`src/rtl/mem_copy_master.sv`:
```
`default_nettype none
// ============================================================================
//  Module   : mem_copy_master
//  Purpose  : Initiator for the single-port memory valid/ready interface.
//             Copies len_i words from src_addr_i to dst_addr_i, one read then
//             one write per word, in ascending address order.
//  Ports    : clk_i, rst_i          - clock, synchronous active-high reset
//             start_i, src_addr_i,
//             dst_addr_i, len_i     - command (sampled in IDLE only)
//             busy_o, done_o, err_o - command status
//             valid_o, wr_rd_en_o,
//             addr_o, wdata_o       - memory request (1 = write, 0 = read)
//             rdata_i, ready_i      - memory response
//  Options  : MEMCPY_TIMEOUT_EN - when defined, a request that waits
//             TIMEOUT_CYCLES cycles for ready_i is abandoned and the command
//             ends with done_o and err_o. When undefined, err_o is tied 0.
//  Revision : 1.0 - initial release
// ============================================================================
module mem_copy_master #(
  parameter int WIDTH          = 16,
  parameter int DEPTH          = 32,
`ifdef MEMCPY_TIMEOUT_EN
  parameter int TIMEOUT_CYCLES = 64,
`endif
  parameter int ADDR_WIDTH     = $clog2(DEPTH)
) (
  input  logic                  clk_i,
  input  logic                  rst_i,
  input  logic                  start_i,
  input  logic [ADDR_WIDTH-1:0] src_addr_i,
  input  logic [ADDR_WIDTH-1:0] dst_addr_i,
  input  logic [ADDR_WIDTH:0]   len_i,
  output logic                  busy_o,
  output logic                  done_o,
  output logic                  err_o,
  output logic                  valid_o,
  output logic                  wr_rd_en_o,
  output logic [ADDR_WIDTH-1:0] addr_o,
  output logic [WIDTH-1:0]      wdata_o,
  input  logic [WIDTH-1:0]      rdata_i,
  input  logic                  ready_i
);

  localparam logic [ADDR_WIDTH-1:0] ADDR_MAX = ADDR_WIDTH'(DEPTH - 1);
  localparam logic [ADDR_WIDTH:0]   LEN_MAX  = (ADDR_WIDTH+1)'(DEPTH);
  localparam logic [ADDR_WIDTH:0]   LEN_ONE  = (ADDR_WIDTH+1)'(1);

  typedef enum logic [1:0] {
    S_IDLE = 2'd0,
    S_RD   = 2'd1,
    S_WR   = 2'd2,
    S_DONE = 2'd3
  } state_t;

  state_t                  state;
  logic [ADDR_WIDTH-1:0]   src_ptr;
  logic [ADDR_WIDTH-1:0]   dst_ptr;
  logic [ADDR_WIDTH:0]     count;

  logic                    xfer;
  logic [ADDR_WIDTH-1:0]   src_next;
  logic [ADDR_WIDTH-1:0]   dst_next;
  logic [ADDR_WIDTH:0]     len_clamped;

  assign xfer        = valid_o & ready_i;
  // Explicit wrap so a non power-of-two DEPTH still wraps at DEPTH-1.
  assign src_next    = (src_ptr == ADDR_MAX) ? '0 : src_ptr + 1'b1;
  assign dst_next    = (dst_ptr == ADDR_MAX) ? '0 : dst_ptr + 1'b1;
  assign len_clamped = (len_i > LEN_MAX) ? LEN_MAX : len_i;

`ifdef MEMCPY_TIMEOUT_EN
  localparam int                WAIT_W    = $clog2(TIMEOUT_CYCLES + 1);
  localparam logic [WAIT_W-1:0] WAIT_LAST = WAIT_W'(TIMEOUT_CYCLES - 1);
  logic [WAIT_W-1:0]            wait_cnt;
`else
  assign err_o = 1'b0;
`endif

  // wdata_o doubles as the read buffer: it is loaded on the read handshake
  // and presented unchanged through the following write.
  always_ff @(posedge clk_i) begin
    if (rst_i) begin
      state      <= S_IDLE;
      src_ptr    <= '0;
      dst_ptr    <= '0;
      count      <= '0;
      busy_o     <= 1'b0;
      done_o     <= 1'b0;
      valid_o    <= 1'b0;
      wr_rd_en_o <= 1'b0;
      addr_o     <= '0;
      wdata_o    <= '0;
`ifdef MEMCPY_TIMEOUT_EN
      err_o      <= 1'b0;
      wait_cnt   <= '0;
`endif
    end else begin
      done_o <= 1'b0;
`ifdef MEMCPY_TIMEOUT_EN
      err_o  <= 1'b0;
`endif
      case (state)
        S_IDLE: begin
          if (start_i) begin
            src_ptr <= src_addr_i;
            dst_ptr <= dst_addr_i;
            count   <= len_clamped;
`ifdef MEMCPY_TIMEOUT_EN
            wait_cnt <= '0;
`endif
            if (len_i == '0) begin
              // Empty command: finish without touching memory.
              state  <= S_DONE;
              done_o <= 1'b1;
            end else begin
              state      <= S_RD;
              valid_o    <= 1'b1;
              wr_rd_en_o <= 1'b0;
              addr_o     <= src_addr_i;
              busy_o     <= 1'b1;
            end
          end
        end

        S_RD, S_WR: begin
          if (xfer) begin
`ifdef MEMCPY_TIMEOUT_EN
            wait_cnt <= '0;
`endif
            if (state == S_RD) begin
              wdata_o    <= rdata_i;
              wr_rd_en_o <= 1'b1;
              addr_o     <= dst_ptr;
              state      <= S_WR;
            end else begin
              src_ptr <= src_next;
              dst_ptr <= dst_next;
              count   <= count - LEN_ONE;
              if (count == LEN_ONE) begin
                state      <= S_DONE;
                valid_o    <= 1'b0;
                wr_rd_en_o <= 1'b0;
                busy_o     <= 1'b0;
                done_o     <= 1'b1;
              end else begin
                // valid_o stays high: next read follows immediately.
                state      <= S_RD;
                wr_rd_en_o <= 1'b0;
                addr_o     <= src_next;
              end
            end
          end
`ifdef MEMCPY_TIMEOUT_EN
          else if (wait_cnt == WAIT_LAST) begin
            // Responder never answered: abandon the copy, memory keeps
            // whatever words were already written.
            state      <= S_DONE;
            valid_o    <= 1'b0;
            wr_rd_en_o <= 1'b0;
            busy_o     <= 1'b0;
            done_o     <= 1'b1;
            err_o      <= 1'b1;
            wait_cnt   <= '0;
          end else begin
            wait_cnt <= wait_cnt + 1'b1;
          end
`endif
        end

        S_DONE: begin
          state <= S_IDLE;
        end

        default: begin
          state <= S_IDLE;
        end
      endcase
    end
  end

endmodule
`default_nettype wire

```
`config.mk`:
```
export PLATFORM = sky130hd
export DESIGN_NAME = mem_copy_master
export DESIGN_NICKNAME = d
export VERILOG_FILES = /design/src/rtl/mem_copy_master.sv
export SDC_FILE = /design/constraint.sdc
export NUM_CORES = 1
export LEC_CHECK = 0
export CAP_MARGIN = 20
export CORE_MARGIN = 2
export CORE_UTILIZATION = 35
export DETAILED_ROUTE_END_ITERATION = 7
export RECOVER_POWER = 100
export SYNTH_ARGS = -nofsm -noshare
export SYNTH_HDL_FRONTEND = slang
export SYNTH_SLANG_ARGS = --single-unit
```
`constraint.sdc`:
```
create_clock -name clk_i -period 1.65 [get_ports clk_i]
set_input_delay 0.495 -clock clk_i [delete_from_list [all_inputs] [get_ports clk_i]]
set_output_delay 0.495 -clock clk_i [all_outputs]
set_load 0.03 [all_outputs]
```
## After elaboration in Yosys (flattened, before gate mapping)

Cells that the tools add are included.
W data, S select, Z words.

- Register bits after elaboration: 42
- Input port bits: 36
- Output and inout bits: 26
- Logic and storage cells: 80

- Add/sub/neg operators: 3
- Magnitude comparators: 1
- Eq/ne operators: 12
- Muxes and demuxes: 44
- Bitwise gates (word level): 1
- Reduce and logical (&&, ||, !) cells: 10

Operator list:

| operator | count |
|---|---|
| $mux W5 | 13 |
| $pmux W5 S2 | 3 |
| $mux W6 | 4 |
| $mux W1 | 14 |
| $pmux W6 S2 | 1 |
| $add A5 B1 Y5 const B | 2 |
| $eq A5 B5 Y1 const B | 2 |
| $mux W2 | 5 |
| $ne A2 B2 Y1 const B | 5 |
| $reduce_and A4 Y1 | 2 |
| $eq A6 B1 Y1 const B | 1 |
| $gt A6 B6 Y1 const B | 1 |
| $logic_not A6 Y1 | 1 |
| $pmux W1 S2 | 3 |
| $pmux W2 S3 | 1 |
| $reduce_and A6 Y1 | 1 |
| $sub A6 B1 Y6 const B | 1 |
| $reduce_and A5 Y1 | 1 |
| $eq A2 B2 Y1 const B | 2 |
| $ne A3 B3 Y1 const B | 1 |
| $reduce_and A3 Y1 | 1 |
| $eq A2 B1 Y1 const B | 1 |
| $logic_not A2 Y1 | 1 |
| $reduce_and A2 Y1 | 1 |
| 3 further kinds | 3 |

## Longest topological paths before layout

- Word-level depth: 6
- Depth in mapped cells: 9
- Mapped depth without buffers: 8

## Least setup slack after synthesis

No wires, ideal clock.

- Path type: register to register
- From: reg state[0]
- To: reg count[3]
- Library setup time: 128 ps
- Data arrival time: 1682 ps
- Data required time: 1522 ps
- Slack: -159 ps
- Cell stages (with the launch flop): 8
- Buffers on the path: 0
- Period minus slack after synthesis: 1809 ps
- Cells stage by stage: dfxtp_1 > inv_1 > ha_1 > and2b_4 > a2111oi_4 > o21ai_0 > a2bb2oi_1 > nor2_1

- Word-level cells in the longest chain between the ends: 4
- Elaborated cells on any way between the ends: 10
- Classes of those cells: eq/ne (5); mux (1); reduce/logical (4)

RTL lines:

| element | line | RTL |
|---|---|---|
| from (decl) | 55 | `state_t state;` |
| from (signal assigned) | 83 | `state <= S_IDLE;` |
| from (signal assigned) | 113 | `state <= S_DONE;` |
| from (signal assigned) | 116 | `state <= S_RD;` |
| $eq A2 B1 Y1 / $eq A2 B2 Y1 (equally long branches) | 102, 130 |  |
| $reduce_or A2 Y1 | 102 | `case (state)` |
| $ne A2 B2 Y1 (no source line) / $reduce_bool A2 Y1 (equally long branches) | n/a |  |
| $reduce_and A4 Y1 (no source line) | n/a |  |
| to (signal assigned) | 107 | `count <= len_clamped;` |
| to (signal assigned) | 138 | `count <= count - LEN_ONE;` |
| to (decl) | 58 | `logic [ADDR_WIDTH:0] count;` |

Several ways; a longest one is shown, not always the timed one.
A chain may end at the register's enable or synchronous reset.

## Worst setup path in the final report

- From: reg state[1]
- To: reg valid_o

- Word-level cells in the longest chain between the ends: 4
- Elaborated cells on any way between the ends: 12
- Classes of those cells: eq/ne (7); mux (1); reduce/logical (4)

RTL lines:

| element | line | RTL |
|---|---|---|
| $eq A2 B1 Y1 / $eq A2 B2 Y1 (equally long branches) | 102, 130 |  |
| $reduce_or A2 Y1 | 102 |  |
| $ne A2 B2 Y1 (no source line) / $reduce_bool A2 Y1 (equally long branches) | n/a |  |
| $reduce_and A6 Y1 (no source line) | n/a |  |
| to (signal assigned) | 89 | `valid_o <= 1'b0;` |
| to (signal assigned) | 117 | `valid_o <= 1'b1;` |
| to (signal assigned) | 141 | `valid_o <= 1'b0;` |
| to (decl) | 36 | `output logic valid_o,` |

Several ways; a longest one is shown, not always the timed one.

==> out/results.ini <==
[run_status]
status = complete, but fails checks
violations = negative setup slack

[die]
core_region_area_um2 = 6030
floorplan.die.height_um = 83.5
rows = 28
floorplan.io_pins = 62
initial_core_utilization = 0.367
die_x_um = 83.5
design.die.area_um2 = 6970

[finish]
n_antenna_cell = 0
drive_gt1_frac = 0.311
mostFrequentLayoutCell = nand2_1
area_growth_pct = 68.0
fin_nets = 426
fillCellCount = 542
multiInputGateArea_um2 = 1500
final_cell_area_um2 = 3720
area_of_all_sequential_standard_cells_um2 = 845
mostFrequentLayoutCells = 42 x nand2_1, 39 x dfxtp_1, 39 x buf_4, 34 x a21oi_1, 30 x dlygate4sd2_1

[worst_setup_path]
worst_setup_path_endpoint = valid_o
rr_endpoint = valid_o
setup.worst_path.start = state[1]
crit_path_end_kind = flip-flop
critPathMaxFanout = 4
worstPathArrival_ns = 1.92
r2r-start = state[1]
reg2reg_setup_slack_ns = -0.08
timing.setup.critical_path_class = reg2reg
critPathLaunchType = flip-flop
worst_r2r_path_depth = 10
worstPathRequired_ns = 1.84

[route]
detailedRoute.firstPassIterationCount = 4
drt_total_wl_um = 6810
drc_errors = 0
vias_per_cell = 5.22
drt.antenna.violating_nets = 0
drt-wirelength-per-cell_um = 15.0
routed_vias = 2375
drt_iter0_drc = 114

[sta]
clock.fmax_mhz = 577
skew_ns = 0.00623
post-route-period-util = 1.05
setup_viol_count_final = 8
timing_max_transition_violations_final = 0
rsz_0062_raised_after_global_routing = yes
report.final.hold_viol_count = 0
hold_slack_ns = 0.452
layout_setup_ws_ns = -0.0834
finalWorstPathRequiredPeriod_ns = 1.73

[clock_tree]
cts.root.buffer_cell = clkbuf_8
clkTransAtPathRegs_ns = 0.08
number_of_sinks_driven_by_the_clock_tree = 42
cts_htree_levels = 2
clockBufferDepth = 2
cts_made_buffers = 5
tritoncts = built
worst_skew_pair.late_latency_ns = 0.30

[synthesis]
ys_seq_area_frac = 0.380
synthDistinctLibCells = 40
synth.ff_latch_count = 42
synth.net_count = 317
synth-warning-count = 0
synth-async-reset-ratio = 0
syn_inst = 270
postSynth.topFlopCell = dfxtp_1
postSynthAreaPerCell_um2 = 8.19
synthesis.area_um2 = 2210
post_synth_edffs = 0

[pwr]
switching_power_mw = 2.73
seqPwrFrac = 0.220
worst_ir_drop_vdd_v = 0.00109
power.total_mw = 6.53
p_per_area_nw_per_um2 = 1760
power.static_leakage_nw = 1.57
share_clk_of_total_power = 0.108
comb_power_share = 0.672
switching_share = 0.418
internal_power_mw = 3.80

[global_route]
first_global_vias = 2193
grt_start_max_net_pins = 18
grt_pass1_wl_um = 10800
antenna_found_initial = 0
globalRouteOverflowTotal = 0
combined_global_route_utilization_of_all_metal_layers = 0.191

[placement]
port_buffers = 60
place.gp.congestion = 0.777
sum_of_net_half_perimeters_after_detailed_placement_um = 4380
post_placement_cell_area_um2 = 3170

[worst_hold_path]
worstHoldPathType = reg2reg

[run]
drv.max_cap_violation_count = 0

[area by class of cell]
cell class	instances	area share
multi-input combinational	204	0.404
timing repair buffer	118	0.310
sequential	42	0.227
tap	75	0.0252
clock buffer	7	0.0232
inverter	8	0.00875
clock inverter	1	0.00135
[per-stage QoR]
step	util	cells	setup slack (ns)	setup TNS (ns)
after floorplan	-	270	0.0149	0
after global placement	0.527	426	-0.563	-13.66
after detailed placement	0.527	426	-0.600	-14.67
after CTS	0.588	451	-0.0616	-0.482
after global routing	0.617	455	-0.142	-1.67
final	0.617	455	-0.0834	-0.215
[flip-flops by register name (all words and copies together), names as in the netlist]
| signal | count |
|---|---|
| dst_ptr | 5 |
| wdata_o | 16 |
| state | 2 |
| src_ptr | 5 |
| wr_rd_en_o | 1 |
| count | 6 |
| valid_o | 1 |
| done_o | 1 |
| addr_o | 5 |
[critical path, cell delays in order, from the launching register on]
cell and delay, ns:
dfxtp_2 0.35, inv_4 0.05, ha_4 0.15, and2b_4 0.17, buf_6 0.11, a21oi_4 0.17
buf_6 0.14, buf_6 0.09, nand2_4 0.05, o311ai_4 0.23, o41ai_2 0.10
[power by group through the flow]
stage                     sequential (mW)  combinational [mW]  clock (mW)
after floorplan                      1.55                1.97           0
after global placement               1.43                3.05           0
after CTS                            1.42                4.01       0.728
final                                1.44                4.39       0.706
after detailed placement             1.44                3.09           0
after global routing                 1.47                4.71       0.780
[cells by family after synthesis]
logic type,count (synthesis),synth area share
buffers and inverters,25,0.0549
and+or+nand+nor,107,0.218
muxes,6,0.0272
xor gates and xnor gates,4,0.0158
adders and majority gates,11,0.0622
AOI/OAI and AO/OA,74,0.240
other,1,0.00170
DFF,42,0.380
[cell usage after synthesis, types with 4 or more instances]
| cell type | n | area share |
|---|---|---|
| and3_1 | 5 | 0.014 |
| dfxtp_1 | 42 | 0.38 |
| nor2_1 | 30 | 0.051 |
| mux2i_1 | 6 | 0.027 |
| nand2_1 | 45 | 0.076 |
| clkbuf_1 | 9 | 0.015 |
| o21ai_0 | 6 | 0.014 |
| inv_1 | 8 | 0.014 |
| nor3_1 | 6 | 0.014 |
| buf_2 | 4 | 0.0091 |
| ha_1 | 11 | 0.062 |
| a211oi_2 | 9 | 0.051 |
| nand3_1 | 7 | 0.016 |
| a21oi_1 | 37 | 0.084 |
| a31oi_1 | 4 | 0.011 |
[per-layer routing]
| metal | GRT usage | up-vias | routed length [um] |
|---|---|---|---|
| met4 | 0.0513 | 0 | 59 |
| met2 | 0.328 | 71 | 3490 |
| met3 | 0.0495 | 7 | 340 |
| met5 | 0 | - | 0 |
| met1 | 0.239 | 1125 | 2920 |
| li1 | - | 1172 | - |
[worst min-delay path by stage]
stage | from | to | slack [ns] | cells after the start
after floorplan | count[5] | count[5] | 0.48 | 2
after global placement | wdata_o[7] | wdata_o[7] | 0.44 | 2
after detailed placement | wdata_o[13] | wdata_o[13] | 0.45 | 2
after CTS | wdata_o[13] | wdata_o[13] | 0.45 | 2
after global routing | wdata_o[1] | wdata_o[1] | 0.46 | 2
final | wdata_o[1] | wdata_o[1] | 0.45 | 2
[timing repair]
item	CTS	global route
hold buffers	0	0
pin swaps	17	18
setup endpoints to repair	51	24
cloned	4	0
resized for setup	63	32
setup buffers	14	5
No activity file was read; power rests on OpenSTA's default activity.
==> patch 1 (same settings) <==
The option `MEMCPY_TIMEOUT_EN` is turned on by a define.
--- a/src/rtl/mem_copy_master.sv
+++ b/src/rtl/mem_copy_master.sv
@@ -16,6 +16,8 @@
 //             ends with done_o and err_o. When undefined, err_o is tied 0.
 //  Revision : 1.0 - initial release
 // ============================================================================
+`define MEMCPY_TIMEOUT_EN
+
 module mem_copy_master #(
   parameter int WIDTH          = 16,
   parameter int DEPTH          = 32,
Function: no difference found for any inputs over 4 cycles, from zero or initial values and one cycle with rst_i high; that may be too few to reach the edited logic, so the function may still have changed.
==> patch 1 against the original RTL <==
- the run still ends with negative setup slack left
- sequential power is 23% higher
- sequential share of layout area is 1.3 points higher
- routed wire length grew 15%
- synthesized area increased by 17%
- total power rose by 29%
- critical path depth shrank 3
- clock skew decreased by 0.0013 ns
- worst hold slack gained 0.0031 ns
- setup slack worse by 0.090 ns
- utilization decreased by 3.8 points
- sequential cell count rose by 8
- final area up 12%
==> patch 1: results (changes against the original RTL) <==
* Status: finished, violations left
* Failing checks: negative setup slack
* DRC violation total after the first TritonRoute iteration at 95 (-17%)
* Post-synthesis cell type count at 51 (+28%)
* Post-Route WL at 7856 microns (+15%)
* Clk pin slew, worst setup/hold paths at approximately 0.090 ns
* Pre-CTS setup slack at -0.5511 ns (+0.04913 ns)
* Final WS setup at -0.1730 ns (-0.08957 ns)
* GRT Total Usage at 18.70% (-0.43 points)
* First-pass GRT wire length at 12610 microns (+17%)
* Leakage power at 1.722 nW (+9.9%)
* Hold Path Class: register to register
* Largest net degree at the start of global routing at 18 (unchanged)
* Vias per inst at 5.153 (-1.3%)
* Fill count at 658 (+21%)
* Syn nets at 367 (+16%)
* Via count at 2793 (+18%)
* Synth area leaders: dfxtp_1 39%, a21oi_1 7.9%, nand2_1 7.1%
* Final setup viols at 29 (+21)
* Sequential area share after synthesis at 38.65% (+0.64 points)
* Placed inst area at 3659 sq um (+15%)
* Asr flop ratio synth at 0% (unchanged)
* Longest Clk Path Bufs at 2 (unchanged)
* Biggest regs: wdata_o x16, wait_cnt x7, count x6
* Most used DFF post-synth: dfxtp_1
* WP data arrival at 2.07 ns (+0.15 ns)
* Normalized max-slew margin at between 60% and 70%
* CTS H-Tree Depth at 2 (unchanged)
* Final nets at 490 (+15%)
* IO Port Bufs at 61 (+1.7%)
* Worst vdd ir at 0.9131 mV (-16%)
* CP max stage delay at 0.45 ns (+0.10 ns)
* # diodes at 0 (unchanged)
* Initial antenna violation count at 0 (unchanged)
* Post-synth top cells: 50 x dfxtp_1, 49 x nand2_1, 41 x a21oi_1
* Crit Path Max Fanout at 5 (+1)
* First drt pass iteration count at 4 (unchanged)
* Post-DP HPWL at 5164 microns (+18%)
* Area taken by multi-input logic gates at 1742 sq um (+16%)
* Cell total after placement at 513 (+20%)
* Syn_area_per_cell at 8.119 sq um (-0.90%)
* Final setup skew at 0.004960 ns (-0.001267 ns)
* TNS Setup at -1.975 ns (-1.760 ns)
* CP max-delay cell: or4_4
* Layout cell share with drive strength beyond 1 at 31.15% (+0.099 points)
* Synth Warn # at 0 (unchanged)
* Cts bufs inserted at 5 (unchanged)
* Final GP Congestion at 0.8395 (+8.0%)
* Vias in the first global route at 2631 (+20%)
[patch 1: worst paths after layout]
| path | startpoint | end | cells past startpoint |
|---|---|---|---|
| setup / recovery | state[1] | count[1] | 7 |
| hold / removal | wdata_o[2] | wdata_o[2] | 2 |
| setup reg to reg | state[1] | count[1] | 7 |
| hold reg to reg | wdata_o[2] | wdata_o[2] | 2 |
[patch 1: layer usage]
layer | track usage, % | vias to the layer above | part of all wire (%)
li1 | - | 1407 | -
met1 | 24.83 | 1327 | 47
met2 | 32.02 | 53 | 49
met3 | 3.185 | 6 | 3.4
met4 | 3.846 | 0 | 0.80
met5 | 0 | - | 0
[patch 1: stage by stage]
stage	power, mW	hold WS [ns]
finish	8.422	0.4548
detailed placement	6.069	0.4462
global route	9.015	0.4686
floorplan	4.453	0.4206
global placement	6.010	0.4409
CTS	7.923	0.4572
[patch 1: logic make-up (layout without fill, tap and decap cells)]
family          Yosys count  in the layout  share of synthesized area, %
simple gates            126            126                         24.44
compound gates           97             97                         23.62
flops                    50             50                         38.65
buf+inv                  24            148                         3.720
fa+ha+maj                12             12                         5.797
mux                       7              7                         2.754
xor+xnor                  3              3                         1.015
[patch 1: cell type report]
cell class	count	area share, %
multi-input combinational	245	41.73
timing repair buffer	133	28.39
sequential	50	24.04
tap	99	2.968
clock buffer	7	2.068
inverter	7	0.6894
clock inverter	1	0.1199
[patch 1: worst max-delay path, delay by kind of cell (launching register included)]
family | cells | cell delay [ns]
compound gates | 3 | 0.50
simple gates | 1 | 0.45
flops | 1 | 0.37
fa+ha+maj | 1 | 0.25
buf+inv | 2 | 0.20
[patch 1: timing repair]
item / CTS / global route
pin swaps: 17 / 21
endpoints found under the hold margin: 0 / 0
cloned: 3 / 0
setup buffers: 14 / 6
endpoints found under the setup margin: 57 / 47
resized for setup: 76 / 41
[patch 1: report_power, final]
group / switching [mW] / internal (mW)
Clock: 0.388 / 0.339
Combinational: 2.96 / 2.97
Sequential: 0.247 / 1.52
==> patch 2 (same settings) <==
Made on the original files. Make the reset (`rst_i`) asynchronous in one clocked block. Comments in the files are not updated.
--- a/src/rtl/mem_copy_master.sv
+++ b/src/rtl/mem_copy_master.sv
@@ -78,7 +78,7 @@
 
   // wdata_o doubles as the read buffer: it is loaded on the read handshake
   // and presented unchanged through the following write.
-  always_ff @(posedge clk_i) begin
+  always_ff @(posedge clk_i or posedge rst_i) begin
     if (rst_i) begin
       state      <= S_IDLE;
       src_ptr    <= '0;
Check against the original RTL: differs if rst_i is asserted again (counterexample within 4 cycles, from zero or initial values and one cycle with rst_i high); with rst_i held inactive, the same outputs for 10 cycles.
==> patch 2 against the original RTL <==
- the flow still finishes with violations (negative setup slack)
- sequential cell count unchanged
- die area increased by 2.4%
- synthesized area is 2.5% higher
- global-route usage fell by 3.0 points
- clock skew up 0.0087 ns
- final area fell by 3.5%
- routed wire length shrank 15%
- fmax shrank 2.3%
- first-iteration DRC count decreased by 69%
- setup slack worse by 0.041 ns
Power is left out: it rests on default switching activity, and per cell area and clock period it moved more than threefold.
==> patch 2: results (changes against the original RTL) <==
* Largest net degree at the start of global routing at 43 (+25)
* Crit Path Max Fanout at 5 (+1)
* Synth Area in XOR/XNOR at 0.7722% (-0.81 points)
* DRC violation total after the first TritonRoute iteration at 35 (-69%)
* Mux cell area share after synthesis at 13.95% (+11 points)
* First-pass GRT wire length at 9390 microns (-13%)
* WP data arrival at 1.96 ns (+0.04 ns)
* Adder-cell share of the synthesized area at 6.067% (-0.15 points)
* Sequential area share after synthesis at 46.33% (+8.3 points)
* Synth Area in Compound Gates at 14.40% (-9.6 points)
* Fill count at 577 (+6.5%)
* Final nets at 363 (-15%)
* Final GP Congestion at 0.7877 (+1.3%)
* Final setup viols at 21 (+13)
* Final WS setup at -0.1241 ns (-0.04070 ns)
* Pre-CTS setup slack at -0.4963 ns (+0.1039 ns)
* Synth area leaders: dfrtp_1 46%, mux2_2 10%, ha_1 6.1%
* R2R cell count at 7 (-3)
* Hold Path Class: register to register
* Final setup skew at 0.01498 ns (+0.008749 ns)
* Status: finished, violations left
* Vias per inst at 5.048 (-3.3%)
* GRT Total Usage at 16.14% (-3.0 points)
* Failing checks: negative setup slack
* Asr flop ratio synth at 100.0% (+100 points)
* Non-Filler Instances at 394 (-13%)
* DR WL/cell at 14.66 microns (-2.1%)
* Syn nets at 260 (-18%)
* CP max stage delay at 0.55 ns (+0.20 ns)
* TNS Setup at -1.810 ns (-1.594 ns)
* Worst Hold Path Cells at 1 (-1)
* Layout cell share with drive strength beyond 1 at 37.22% (+6.2 points)
* Syn Inst Count at 213 (-21%)
* Post-synthesis cell type count at 43 (+7.5%)
* Most used DFF post-synth: dfrtp_1
* CP max-delay cell: a2111o_2
* Cell total after placement at 380 (-11%)
* Post-DP HPWL at 3886 microns (-11%)
patch 2: cell count changes after synthesis, moves of 5 or more:
cell | unedited run | this run
dfxtp_1 | 42 | 0
a21oi_1 | 37 | 13
nor2_1 | 30 | 15
dfrtp_1 | 0 | 42
a211oi_2 | 9 | 0
mux2_2 | 0 | 21
clkbuf_1 | 9 | 0
nand2_1 | 45 | 15
o21ai_1 | 0 | 20
nor2b_1 | 0 | 5
patch 2: final timing paths:
| check | start | end | slack, ns |
|---|---|---|---|
| min in group asynchronous | rst_i | addr_o[1] | 0.80 |
| max in group asynchronous | rst_i | dst_ptr[0] | 0.24 |
| worst min register to register | wdata_o[6] | wdata_o[6] | 0.50 |
| worst min-delay path | wdata_o[6] | wdata_o[6] | 0.50 |
| worst max-delay path | state[0] | count[4] | -0.12 |
| worst max register to register | state[0] | count[4] | -0.12 |
patch 2: timing repair:
item | 4_1_cts | 5_1_grt
setup buffers | 1 | 1
pin swaps | 8 | 18
gates cloned | 4 | 0
resized for setup | 36 | 45
hold buffers | 0 | 0
endpoints found under the setup margin | 46 | 41
patch 2: per-stage QoR:
| step | area [sq um] | utilization, % |
|---|---|---|
| after detailed placement | 3272 | 51.82 |
| after global placement | 3272 | 51.82 |
| after floorplan | 2303 | - |
| final | 3588 | 56.84 |
| after global routing | 3588 | 56.84 |
| after CTS | 3460 | 54.80 |
patch 2: cell type report:
type / count / share of cell area (%)
multi-input cells: 154 / 37.34
flip-flops and latches: 42 / 29.29
repair buffers: 105 / 27.27
well taps: 77 / 2.685
clock buffers: 5 / 1.918
inverters: 8 / 0.8368
clock inverters: 3 / 0.6625
patch 2: metal layers:
layer	vias up	GRT usage, %	share of wire [%]
met5	-	0	0
met4	0	5.195	1.8
met3	13	3.441	5.6
met2	62	24.48	46
met1	938	23.06	46
li1	976	-	-
